==> config.mk <==
export PLATFORM = sky130hd
export DESIGN_NAME = secuenciador_clasificador_flat
export DESIGN_NICKNAME = d
export VERILOG_FILES = /design/src/rtl/secuenciador_clasificador_pkg.sv /design/src/rtl/secuenciador_clasificador_if.sv /design/src/rtl/secuenciador_clasificador_contador.sv /design/src/rtl/secuenciador_clasificador.sv /design/src/flat_wrapper.sv
export SDC_FILE = /design/constraint.sdc
export NUM_CORES = 1
export LEC_CHECK = 0
export ABC_AREA = 1
export ABC_CLOCK_PERIOD_IN_PS = 2000
export CORE_MARGIN = 5
export CORE_UTILIZATION = 50
export CTS_BUF_LIST = sky130_fd_sc_hd__clkbuf_4 sky130_fd_sc_hd__clkbuf_8
export DETAILED_ROUTE_END_ITERATION = 10
export GPL_TIMING_DRIVEN = 1
export PLACE_DENSITY = 0.82
export SLEW_MARGIN = 20
export SYNTH_ARGS = -nofsm -noshare
export SYNTH_HDL_FRONTEND = slang
export SYNTH_SLANG_ARGS = --single-unit
==> constraint.sdc <==
create_clock -name clk -period 2 [get_ports clk]
set_input_delay 0.4 -clock clk [delete_from_list [all_inputs] [get_ports clk]]
set_output_delay 0.4 -clock clk [all_outputs]
set_load 0.005 [all_outputs]
==> src/rtl/secuenciador_clasificador_pkg.sv <==
// Shared grade codes, FSM state encoding and the pure grading rule
// for the coffee-bean sorting sequencer.
package clasificador_pkg;

    localparam logic [1:0] GRADO_NINGUNO = 2'b00;
    localparam logic [1:0] GRADO_BAJA    = 2'b01;
    localparam logic [1:0] GRADO_MEDIA   = 2'b10;
    localparam logic [1:0] GRADO_ALTA    = 2'b11;

    typedef enum logic [2:0] {
        REPOSO,
        ESTABILIZAR,
        MUESTREAR,
        ACTUAR,
        LIBERAR
    } estado_e;

    // Number of sensors reporting OK decides the grade: 3 alta, 2 media, else baja.
    function automatic logic [1:0] clasificar(input logic tamano,
                                              input logic peso,
                                              input logic color);
        logic [1:0] n;
        n = 2'(tamano) + 2'(peso) + 2'(color);
        if (n == 2'd3)      return GRADO_ALTA;
        else if (n == 2'd2) return GRADO_MEDIA;
        else                return GRADO_BAJA;
    endfunction

endpackage

==> src/rtl/secuenciador_clasificador_if.sv <==
// Feeder/sensor/actuator bundle of the sorter; the sequencer uses the
// slave side, the surrounding plant (or bench) the master side.
interface secuenciador_clasificador_if #(
    parameter int CNT_W = 16
);
    logic             grano_presente;
    logic             sensor_tamano;
    logic             sensor_peso;
    logic             sensor_color;
    logic             borrar_contadores;
    logic             alimentador_listo;
    logic [1:0]       compuerta;
    logic [1:0]       grado;
    logic [CNT_W-1:0] cuenta_baja;
    logic [CNT_W-1:0] cuenta_media;
    logic [CNT_W-1:0] cuenta_alta;
    logic [CNT_W-1:0] cuenta_abortos;
    logic             atasco;

    modport master (
        output grano_presente, sensor_tamano, sensor_peso, sensor_color, borrar_contadores,
        input  alimentador_listo, compuerta, grado,
        input  cuenta_baja, cuenta_media, cuenta_alta, cuenta_abortos, atasco
    );

    modport slave (
        input  grano_presente, sensor_tamano, sensor_peso, sensor_color, borrar_contadores,
        output alimentador_listo, compuerta, grado,
        output cuenta_baja, cuenta_media, cuenta_alta, cuenta_abortos, atasco
    );
endinterface

==> src/rtl/secuenciador_clasificador_contador.sv <==
// Saturating tally: counts inc pulses up to all-ones; clear has priority.
module contador_saturado #(
    parameter int W = 16
) (
    input  logic         clk,
    input  logic         reset,
    input  logic         borrar,
    input  logic         inc,
    output logic [W-1:0] cuenta
);
    logic [W-1:0] cuenta_q;

    always_ff @(posedge clk or negedge reset) begin
        if (!reset)
            cuenta_q <= '0;
        else if (borrar)
            cuenta_q <= '0;
        else if (inc && (cuenta_q != {W{1'b1}}))
            cuenta_q <= cuenta_q + 1'b1;
    end

    assign cuenta = cuenta_q;
endmodule

==> src/rtl/secuenciador_clasificador.sv <==
// One sorting cycle per bean: settle, sample/grade, pulse the diverter,
// wait for the bean to clear (or flag a jam). Tallies live in contador_saturado.
module secuenciador_clasificador
    import clasificador_pkg::*;
#(
    parameter int SETTLE_CYC  = 16,
    parameter int ACT_CYC     = 32,
    parameter int TIMEOUT_CYC = 1024,
    parameter int CNT_W       = 16,
    parameter int TMR_W       = 11
) (
    input logic                   clk,
    input logic                   reset,
    secuenciador_clasificador_if.slave bus
);
    estado_e          estado_q;
    logic [TMR_W-1:0] timer_q;
    logic [1:0]       compuerta_q;
    logic [1:0]       grado_q;
    logic             atasco_q;
    logic             listo_q;
    logic [1:0]       grado_s;
    logic [3:0]       inc;
    logic [3:0][CNT_W-1:0] cuentas;

    assign grado_s = clasificar(bus.sensor_tamano, bus.sensor_peso, bus.sensor_color);

    // Tally index: 0 baja, 1 media, 2 alta, 3 abortos.
    always_comb begin
        inc    = '0;
        inc[0] = (estado_q == MUESTREAR) && (grado_s == GRADO_BAJA);
        inc[1] = (estado_q == MUESTREAR) && (grado_s == GRADO_MEDIA);
        inc[2] = (estado_q == MUESTREAR) && (grado_s == GRADO_ALTA);
        inc[3] = (estado_q == ESTABILIZAR) && !bus.grano_presente;
    end

    // listo_q tracks (REPOSO && !atasco) one edge ahead, so every branch
    // that lands in REPOSO also sets it.
    always_ff @(posedge clk or negedge reset) begin
        if (!reset) begin
            estado_q    <= REPOSO;
            timer_q     <= '0;
            compuerta_q <= GRADO_NINGUNO;
            grado_q     <= GRADO_NINGUNO;
            atasco_q    <= 1'b0;
            listo_q     <= 1'b1;
        end else begin
            case (estado_q)
                REPOSO: begin
                    if (bus.grano_presente && !atasco_q) begin
                        estado_q <= ESTABILIZAR;
                        timer_q  <= '0;
                        listo_q  <= 1'b0;
                    end else begin
                        listo_q  <= !atasco_q || bus.borrar_contadores;
                    end
                end
                ESTABILIZAR: begin
                    timer_q <= timer_q + 1'b1;
                    if (!bus.grano_presente) begin
                        estado_q <= REPOSO;
                        listo_q  <= 1'b1;
                    end else if (timer_q == TMR_W'(SETTLE_CYC - 1)) begin
                        estado_q <= MUESTREAR;
                    end
                end
                MUESTREAR: begin
                    grado_q     <= grado_s;
                    compuerta_q <= grado_s;
                    estado_q    <= ACTUAR;
                    timer_q     <= '0;
                end
                ACTUAR: begin
                    timer_q <= timer_q + 1'b1;
                    if (timer_q == TMR_W'(ACT_CYC - 1)) begin
                        compuerta_q <= GRADO_NINGUNO;
                        estado_q    <= LIBERAR;
                        timer_q     <= '0;
                    end
                end
                LIBERAR: begin
                    timer_q <= timer_q + 1'b1;
                    if (!bus.grano_presente) begin
                        estado_q <= REPOSO;
                        listo_q  <= 1'b1;
                    end else if (timer_q == TMR_W'(TIMEOUT_CYC - 1)) begin
                        estado_q <= REPOSO;
                        atasco_q <= 1'b1;
                        listo_q  <= bus.borrar_contadores;
                    end
                end
                default: begin
                    estado_q    <= REPOSO;
                    compuerta_q <= GRADO_NINGUNO;
                    listo_q     <= !atasco_q;
                end
            endcase
            // Clear beats a simultaneous jam detection.
            if (bus.borrar_contadores)
                atasco_q <= 1'b0;
        end
    end

    for (genvar g = 0; g < 4; g++) begin : g_cnt
        contador_saturado #(.W(CNT_W)) u_cnt (
            .clk    (clk),
            .reset  (reset),
            .borrar (bus.borrar_contadores),
            .inc    (inc[g]),
            .cuenta (cuentas[g])
        );
    end

    assign bus.alimentador_listo = listo_q;
    assign bus.compuerta         = compuerta_q;
    assign bus.grado             = grado_q;
    assign bus.atasco            = atasco_q;
    assign bus.cuenta_baja       = cuentas[0];
    assign bus.cuenta_media      = cuentas[1];
    assign bus.cuenta_alta       = cuentas[2];
    assign bus.cuenta_abortos    = cuentas[3];
endmodule
==> src/flat_wrapper.sv <==
// flat-port wrapper written by rule: the top's interface ports become plain ports
module secuenciador_clasificador_flat import clasificador_pkg::*;
#(
    parameter int SETTLE_CYC  = 16,
    parameter int ACT_CYC     = 32,
    parameter int TIMEOUT_CYC = 1024,
    parameter int CNT_W       = 16,
    parameter int TMR_W       = 11
)
  (clk, reset, bus_grano_presente, bus_sensor_tamano, bus_sensor_peso, bus_sensor_color, bus_borrar_contadores, bus_alimentador_listo, bus_compuerta, bus_grado, bus_cuenta_baja, bus_cuenta_media, bus_cuenta_alta, bus_cuenta_abortos, bus_atasco);
  secuenciador_clasificador_if #(.CNT_W(CNT_W)) bus_i ();
  input logic clk;
  input logic reset;
  input wire logic [$bits(bus_i.grano_presente)-1:0] bus_grano_presente;
  input wire logic [$bits(bus_i.sensor_tamano)-1:0] bus_sensor_tamano;
  input wire logic [$bits(bus_i.sensor_peso)-1:0] bus_sensor_peso;
  input wire logic [$bits(bus_i.sensor_color)-1:0] bus_sensor_color;
  input wire logic [$bits(bus_i.borrar_contadores)-1:0] bus_borrar_contadores;
  output wire logic [$bits(bus_i.alimentador_listo)-1:0] bus_alimentador_listo;
  output wire logic [$bits(bus_i.compuerta)-1:0] bus_compuerta;
  output wire logic [$bits(bus_i.grado)-1:0] bus_grado;
  output wire logic [$bits(bus_i.cuenta_baja)-1:0] bus_cuenta_baja;
  output wire logic [$bits(bus_i.cuenta_media)-1:0] bus_cuenta_media;
  output wire logic [$bits(bus_i.cuenta_alta)-1:0] bus_cuenta_alta;
  output wire logic [$bits(bus_i.cuenta_abortos)-1:0] bus_cuenta_abortos;
  output wire logic [$bits(bus_i.atasco)-1:0] bus_atasco;
  assign bus_i.grano_presente = bus_grano_presente;
  assign bus_i.sensor_tamano = bus_sensor_tamano;
  assign bus_i.sensor_peso = bus_sensor_peso;
  assign bus_i.sensor_color = bus_sensor_color;
  assign bus_i.borrar_contadores = bus_borrar_contadores;
  assign bus_alimentador_listo = bus_i.alimentador_listo;
  assign bus_compuerta = bus_i.compuerta;
  assign bus_grado = bus_i.grado;
  assign bus_cuenta_baja = bus_i.cuenta_baja;
  assign bus_cuenta_media = bus_i.cuenta_media;
  assign bus_cuenta_alta = bus_i.cuenta_alta;
  assign bus_cuenta_abortos = bus_i.cuenta_abortos;
  assign bus_atasco = bus_i.atasco;
  secuenciador_clasificador #(.SETTLE_CYC(SETTLE_CYC), .ACT_CYC(ACT_CYC), .TIMEOUT_CYC(TIMEOUT_CYC), .CNT_W(CNT_W), .TMR_W(TMR_W)) u_core (.clk(clk), .reset(reset), .bus(bus_i));
endmodule
==> out/qor.txt, run 1 <==
status -> completed
crit-path max FO -> 12
switching part of the total -> 32.88%
post-synth net total -> 761
All-Layer GR Usage -> 20.87%
Clock Latency Late Sink -> 0.36 ns
width of the die -> 113.9 µm
clk root buf -> clkbuf_8
RSZ-0062 raised after global routing -> false
fin nets -> 855
Core Rows -> 38
CTS sink cnt -> 84
P_int -> 3032 µW
CP Launch Type -> primary input
CTS tree -> built
switching power -> 1485 µW
nature of the critical path endpoint -> flop
dpl hpwl -> 9637 µm
HP Class -> flop to flop
Die Area -> 0.01297 mm²
clock period minus worst slack -> 1.849 ns
Starting Density -> 50.44%
Synth Area in Compound Gates -> 6.817%
hold violation count in the final report -> 0
ant diodes -> 0
portion of netlist area occupied by mux cells -> 0.1855%
reg2reg setup slack -> 0.20 ns
Final Slew Violations -> 0
Max Cap Viol -> 0
Worst-Margin Slew -> 0.4091 ns
Area Overhead vs Synth -> 23.37%
Synth top area share -> 38.49%
Worst VDD drop -> 0.4031 mV
Die Y-Extent -> 113.9 µm
post-place setup slack -> -0.2230 ns
Congestion Overflow GR -> 0
post-route cell area -> 0.006658 mm²
Req. time, crit path -> 2.24 ns
crit path DAT -> 2.09 ns
final setup fails -> 0
Finished Layout Cells -> 987
part of the power in registers -> 43.3%
syn avg cell area -> 7.214 µm²
RePlAce Congestion -> 0.8842
Slew Limit Headroom -> 72.63%
Ports -> 77
Pleak -> 0.002972 µW
number of synthesized register bits -> 84
sequential share of the synthesized area -> 38.98%
final worst slack -> 0.1508 ns
share of cells above drive strength 1 -> 8.855%
first-pass GRT wire length -> 22520 µm
Synth area leaders -> dfrtp_1 (38%), nand2_1 (18%), nor2_1 (6.4%)
Adder-Cell Fraction of Synth Area -> 1.530%
antenna violations before repair -> 0
Ys Warns -> 0
Crit Path Class -> primary input to flop
Initial DRC Count -> 315
Pre-antenna DRT Iters -> 5
Post-CTS Setup Bufs -> 0
PD cells -> 678.5 mW/mm²
clock share of power -> 31.1%
Post-Syn Instances -> 748
PortBufs -> 76
detailed-route via count -> 5236
via/cell ratio -> 5.305
DRT Wirelength -> 13270 µm
Tcrit/Tclk final -> 92.46%
Max clock buf depth -> 2
CTS clock-pin slew for the worst setup and hold paths -> 0.08 ns
largest family of logic cells by synthesized area -> simple AND/OR/NAND/NOR gates
clock skew -> 0.01123 ns
pin count of the biggest net entering global routing -> 43
CTS H-tree lvls -> 3
xor and xnor area share after synthesis -> 3.408%
Fmax achieved -> 540.8 MHz
post-synth cell types -> 37
Num CTS Buffers -> 9
Post-DP Area -> 0.006417 mm²
Synth area leader -> dfrtp_1
Post-Syn Area -> 0.005396 mm²
vias in the first global route -> 4779
wire length per cell -> 13.45 µm
Synth Area in Simple Gates -> 42.73%
# DRC -> 0
placed insts -> 970
core area -> 0.01070 mm²
Logic pwr share -> 25.6%
Post-DRT Antenna Nets -> 0
## sequential cells by signal, indices dropped and copies added, names as in the netlist
signal                        cells
u_core.bus.grado                  2
u_core.timer_q                   11
u_core.g_cnt.u_cnt.cuenta        64
u_core.bus.alimentador_listo      1
u_core.bus.atasco                 1
u_core.estado_q                   3
u_core.bus.compuerta              2
## worst paths after layout
check / cells after the start / end / start
worst min-delay path: 2 / u_core.bus.alimentador_listo$_DFFE_PN1P_ / u_core.bus.alimentador_listo$_DFFE_PN1P_
worst max register to register: 9 / u_core.g_cnt[1].u_cnt.cuenta[13]$_DFFE_PN0P_ / u_core.g_cnt[1].u_cnt.cuenta[0]$_DFFE_PN0P_
max in group asynchronous: 3 / u_core.bus.alimentador_listo$_DFFE_PN1P_ / reset
worst min register to register: 2 / u_core.bus.alimentador_listo$_DFFE_PN1P_ / u_core.bus.alimentador_listo$_DFFE_PN1P_
min in group asynchronous: 2 / u_core.g_cnt[1].u_cnt.cuenta[4]$_DFFE_PN0P_ / reset
worst max-delay path: 9 / u_core.g_cnt[1].u_cnt.cuenta[12]$_DFFE_PN0P_ / bus_sensor_color
## cells in the mapped netlist
cell      instances
a21o_1            1
or2_2             3
inv_1            52
inv_2             2
nand2_4           1
dfrtp_1          83
o21ai_1           3
buf_1             3
buf_8             2
nand3_1          55
o21bai_1         17
nand4_1          55
nor2_1           92
nand2_2           4
mux2i_1           1
buf_4             3
ha_1              5
clkbuf_1          1
clkinv_2          1
xnor2_1           1
o21a_4            1
dfstp_2           1
nor2_2            8
o21ai_0          29
fa_1              1
buf_2             3
nand2_1         260
nand3b_1          8
a21oi_1           1
nor3_1            4
nand3_2           3
buf_6             4
nor2_4            8
o211ai_1          7
nor2_8            3
xor2_1           20
clkinv_1          2
## metrics by stage
step                hold slack [ns]  setup TNS (ns)  util, %  total power, µW
floorplan                    0.1044               0        -             2719
global placement             0.3497          -6.749    59.99             3133
detailed placement           0.3479          -7.315    59.99             3145
CTS                          0.4779               0    62.22             4551
global route                 0.5001               0    62.23             4769
finish                       0.4802               0    62.23             4517
## metal layers
layer	vias up	GRT usage, %	part of all wire [%]
li1	2651	-	-
met1	2443	28.25	46
met2	126	34.59	48
met3	16	3.767	4.1
met4	0	5.701	1.8
met5	-	0	0
## cell type report
cell class	count	area, µm²
inverters	57	215.2
clock buffers	11	145.1
well taps	140	175.2
clock inverters	5	83.83
fillers	958	4040
multi-input cells	591	2950
flip-flops and latches	84	2105
repair buffers	99	983.4
## critical path, cell delays in order
cell and delay [ns]:
clkdlybuf4s50_1 0.43, fa_1 0.54, nor2_1 0.15, nand2_2 0.07
nor2_2 0.12, buf_4 0.20, nand3_1 0.09, nand2_1 0.06
nor2_1 0.03
## cells by family after synthesis
| family | count (synthesis) |
|---|---|
| fa+ha+maj | 6 |
| mux | 1 |
| simple gates | 504 |
| buf+inv | 73 |
| flops | 84 |
| xor+xnor | 21 |
| compound gates | 59 |
## what timing repair did
action	4_1_cts	5_1_grt
hold buffers	1	0
hold endpoints to repair	25	0
resized for setup	0	1
setup endpoints to repair	0	2
## power by group through the flow
stage / sequential, µW / combinational, µW / clock [µW]
4_1_cts: 1960 / 1160 / 1430
3_5_place_dp: 1990 / 1160 / 0
3_3_place_gp: 1990 / 1140 / 0
6_report: 1960 / 1150 / 1400
2_1_floorplan: 1950 / 767 / 0
5_1_grt: 1990 / 1280 / 1500
## cells in the final DEF (no fill, tap or decap), types with 2 or more instances in the layout
cell               n
o21ai_0           29
nor2_4             8
o211ai_1           7
xor2_1            20
nand2_1          260
clkbuf_8          10
nand2_2            4
nand4_1           55
nand3b_1           8
nor2_2             8
inv_1             52
nor3_1             4
o21ai_1            3
dfrtp_1           82
nand3_1           55
nor2_8             3
bufinv_16          2
nor2_1            92
buf_12             4
inv_2              2
buf_4             19
nand3_2            3
clkinvlp_4         2
clkinv_1           2
or2_2              3
ha_1               5
clkdlybuf4s50_1   75
o21bai_1          17
Note: power is estimated with default switching activity, not from simulation.
==> inputs of run 2 (changes only) <==
CELL_PAD_IN_SITES_DETAIL_PLACEMENT = 0   (was not set)
CELL_PAD_IN_SITES_GLOBAL_PLACEMENT = 2   (was not set)
CORE_UTILIZATION = 32   (was 50)
PLACE_DENSITY = 0.9   (was 0.82)
==> run 2 against run 1 <==
  * Power shrank 2.8%
  * Hold slack lost 0.45 ns
  * Sequential power is essentially flat
  * Cell count grew 9.0%
  * Utilization shrank 21 points
  * Combinational power grew 3%
  * Die area grew 51%
  * Register-to-register slack is essentially flat
  * Global-route usage shrank 5.1 points
  * Setup slack gained 0.016 ns
  * Critical endpoint unchanged
  * Largest cell class unchanged
==> out/qor.txt, run 2 (synthesis gave the netlist of run 1 again) <==
Crit Path Class -> primary input to flop
crit path max-delay cell type -> fa_1
Pleak -> 0.003015 µW (+1.4%)
CTS tree -> built
setup total negative slack -> 0 ns (unchanged)
Post-DP Area -> 0.006588 mm² (+2.7%)
post-place setup slack -> -0.2293 ns (-0.006357 ns)
Post-CTS Setup Bufs -> 0 (unchanged)
HP Class -> primary input to asynchronous set/reset pin
CTS H-tree lvls -> 3 (unchanged)
highest routed layer -> met4
All-Layer GR Usage -> 15.80% (-5.1 points)
most frequent cells in the layout -> nand2_1 (260), nor2_1 (92), dfrtp_1 (83)
cts hold-fix bufs -> 0 (-1)
post-route cell area -> 0.006779 mm² (+1.8%)
CP Launch Type -> primary input
width of the die -> 139.9 µm (+23%)
most common cell after layout, fill and taps aside -> nand2_1
hold violation count in the final report -> 0 (unchanged)
Req. time, crit path -> 2.27 ns (+0.03 ns)
reg2reg setup slack -> 0.21 ns (about the same)
max incr delay on CP -> 0.54 ns (about the same)
Setup crit start -> bus_sensor_color
clock share of power -> 28.4% (-2.7 points)
nature of the critical path endpoint -> flop
RePlAce Congestion -> 0.8127 (-8.1%)
Worst-Margin Slew -> 0.4799 ns (+0.07081 ns)
wire length per cell -> 13.82 µm (+2.8%)
Die Area -> 0.01956 mm² (+51%)
Pre-antenna DRT Iters -> 6 (+1)
crit-path max FO -> 12 (unchanged)
Initial DRC Count -> 414 (+31%)
Fmax achieved -> 545.6 MHz (+0.89%)
Starting Density -> 32.54% (-18 points)
Slew Limit Headroom -> 68.01% (-4.6 points)
M1 WL -> 7397 µm (+21%)
R2R Path Start -> u_core.g_cnt[2].u_cnt.cuenta[0]$_DFFE_PN0P_
Power, Total -> 4390 µW (-2.8%)
Area Overhead vs Synth -> 25.62%
met2 wire length -> 6756 µm (+5.6%)
Worst VDD drop -> 0.3213 mV (-20%)
most frequent CP cell -> nor2_1
final worst slack -> 0.1671 ns (+0.01625 ns)
final setup fails -> 0 (unchanged)
share of cells above drive strength 1 -> 9.813% (+0.96 points)
Tcrit/Tclk final -> 91.65% (-0.81 points)
clock skew -> 0.006932 ns (-0.004295 ns)
Num CTS Buffers -> 9 (unchanged)
PD cells -> 647.5 mW/mm² (-4.6%)
filler cell count -> 1731 (+81%)
fin nets -> 865 (+1.2%)
PortBufs -> 76 (unchanged)
Max Cap Viol -> 0 (unchanged)
Resized cells post-CTS -> 0 (unchanged)
Congestion Overflow GR -> 0 (unchanged)
status -> completed
Final Slew Violations -> 0 (unchanged)
first-pass GRT wire length -> 25550 µm (+13%)
DR WL met3 -> 468 µm (-13%)
critical path, cell by cell -> clkdlybuf4s50_1 > fa_1 > nor2_1 > nand2_2 > nor2_2 > buf_4 > nand3_1 > nand2_1 > nor2_1
antenna violations before repair -> 0 (unchanged)
RSZ-0062 raised after global routing -> false
crit path DAT -> 2.10 ns (about the same)
core area -> 0.01658 mm² (+55%)
Clock Latency Late Sink -> 0.38 ns (+0.02 ns)
switching part of the total -> 34.47% (+1.6 points)
part of the power in registers -> 44.5% (+1.2 points)
dpl hpwl -> 10630 µm (+10%)
clock period minus worst slack -> 1.833 ns (-0.01625 ns)
Post-DRT Antenna Nets -> 0 (unchanged)
CTS sink cnt -> 84 (unchanged)
switching power -> 1513 µW (+1.9%)
detailed-route via count -> 5145 (-1.7%)
via/cell ratio -> 4.782 (-9.9%)
# DRC -> 0 (unchanged)
clk root buf -> clkbuf_8
DRT Wirelength -> 14870 µm (+12%)
ant diodes -> 0 (unchanged)
Logic pwr share -> 27.1% (+1.5 points)
Ports -> 77 (unchanged)
CTS clock-pin slew for the worst setup and hold paths -> 0.08 ns (about the same)
pin count of the biggest net entering global routing -> 85 (+98%)
Core Rows -> 47 (+24%)
vias in the first global route -> 4922 (+3.0%)
max reg flops -> 64 (unchanged)
P_int -> 2876 µW (-5.1%)
Max clock buf depth -> 2 (unchanged)
Die Y-Extent -> 139.9 µm (+23%)
==> run 2: cell types whose count changed in the layout (fill, tap and decap cells not counted), sizes merged <==
cell | previous run | this run
clkbuf | 11 | 14
dlygate4sd3 | 1 | 0
clkinv | 3 | 4
buf | 23 | 34
bufinv | 2 | 0
inv | 55 | 54
clkinvlp | 2 | 0
==> run 2: path summary, 6_finish.rpt <==
path / end / depth (start not counted)
worst max-delay path: u_core.g_cnt[1].u_cnt.cuenta[12]$_DFFE_PN0P_ / 9
worst min-delay path: u_core.g_cnt[1].u_cnt.cuenta[8]$_DFFE_PN0P_ / 2
worst max register to register: u_core.g_cnt[2].u_cnt.cuenta[9]$_DFFE_PN0P_ / 9
worst min register to register: u_core.bus.alimentador_listo$_DFFE_PN1P_ / 2
max in group asynchronous: u_core.bus.alimentador_listo$_DFFE_PN1P_ / 2
min in group clk: u_core.bus.alimentador_listo$_DFFE_PN1P_ / 2
==> run 2: critical path: cells and delay by family <==
| family | cells | cell delay, ns |
|---|---|---|
| adders and majority gates | 1 | 0.54 |
| and+or+nand+nor | 6 | 0.52 |
| buffers and inverters | 2 | 0.64 |
==> run 2: per-layer routing <==
metal  global-route usage (%)  vias up
li1                         -     2659
met3                    2.813       19
met1                    22.35     2373
met2                    24.56       94
met5                        0        -
met4                    5.048        0
==> run 2: power groups by stage <==
stage	sequential [µW]	clock, µW	combinational (µW)
2_1_floorplan	1950	0	767
3_3_place_gp	1980	0	1220
3_5_place_dp	1980	0	1210
4_1_cts	1950	1290	1210
5_1_grt	1970	1360	1350
6_report	1950	1240	1190
==> run 2: per-stage QoR <==
step	hold slack (ns)	instances	util, %
floorplan	0.1044	748	-
CTS	0.06224	1076	40.88
finish	0.03290	1076	40.88
global route	0.08641	1076	40.88
global placement	0.4616	1061	39.72
detailed placement	0.4628	1061	39.72
==> run 2: layout make-up <==
| cell class | count | area (µm²) | area share [%] |
|---|---|---|---|
| flip-flops and latches | 84 | 2103 | 31.03 |
| clock inverters | 1 | 5.005 | 0.07383 |
| multi-input cells | 591 | 2950 | 43.52 |
| clock buffers | 14 | 186.4 | 2.750 |
| repair buffers | 109 | 1044 | 15.39 |
| inverters | 57 | 215.2 | 3.175 |
| well taps | 220 | 275.3 | 4.061 |
==> inputs of run 3 (changes only) <==
SKIP_CTS_REPAIR_TIMING = 1   (was not set)
==> results of run 3 <==
Same layout as run 2: the final DEF is identical, and so are final timing and power.
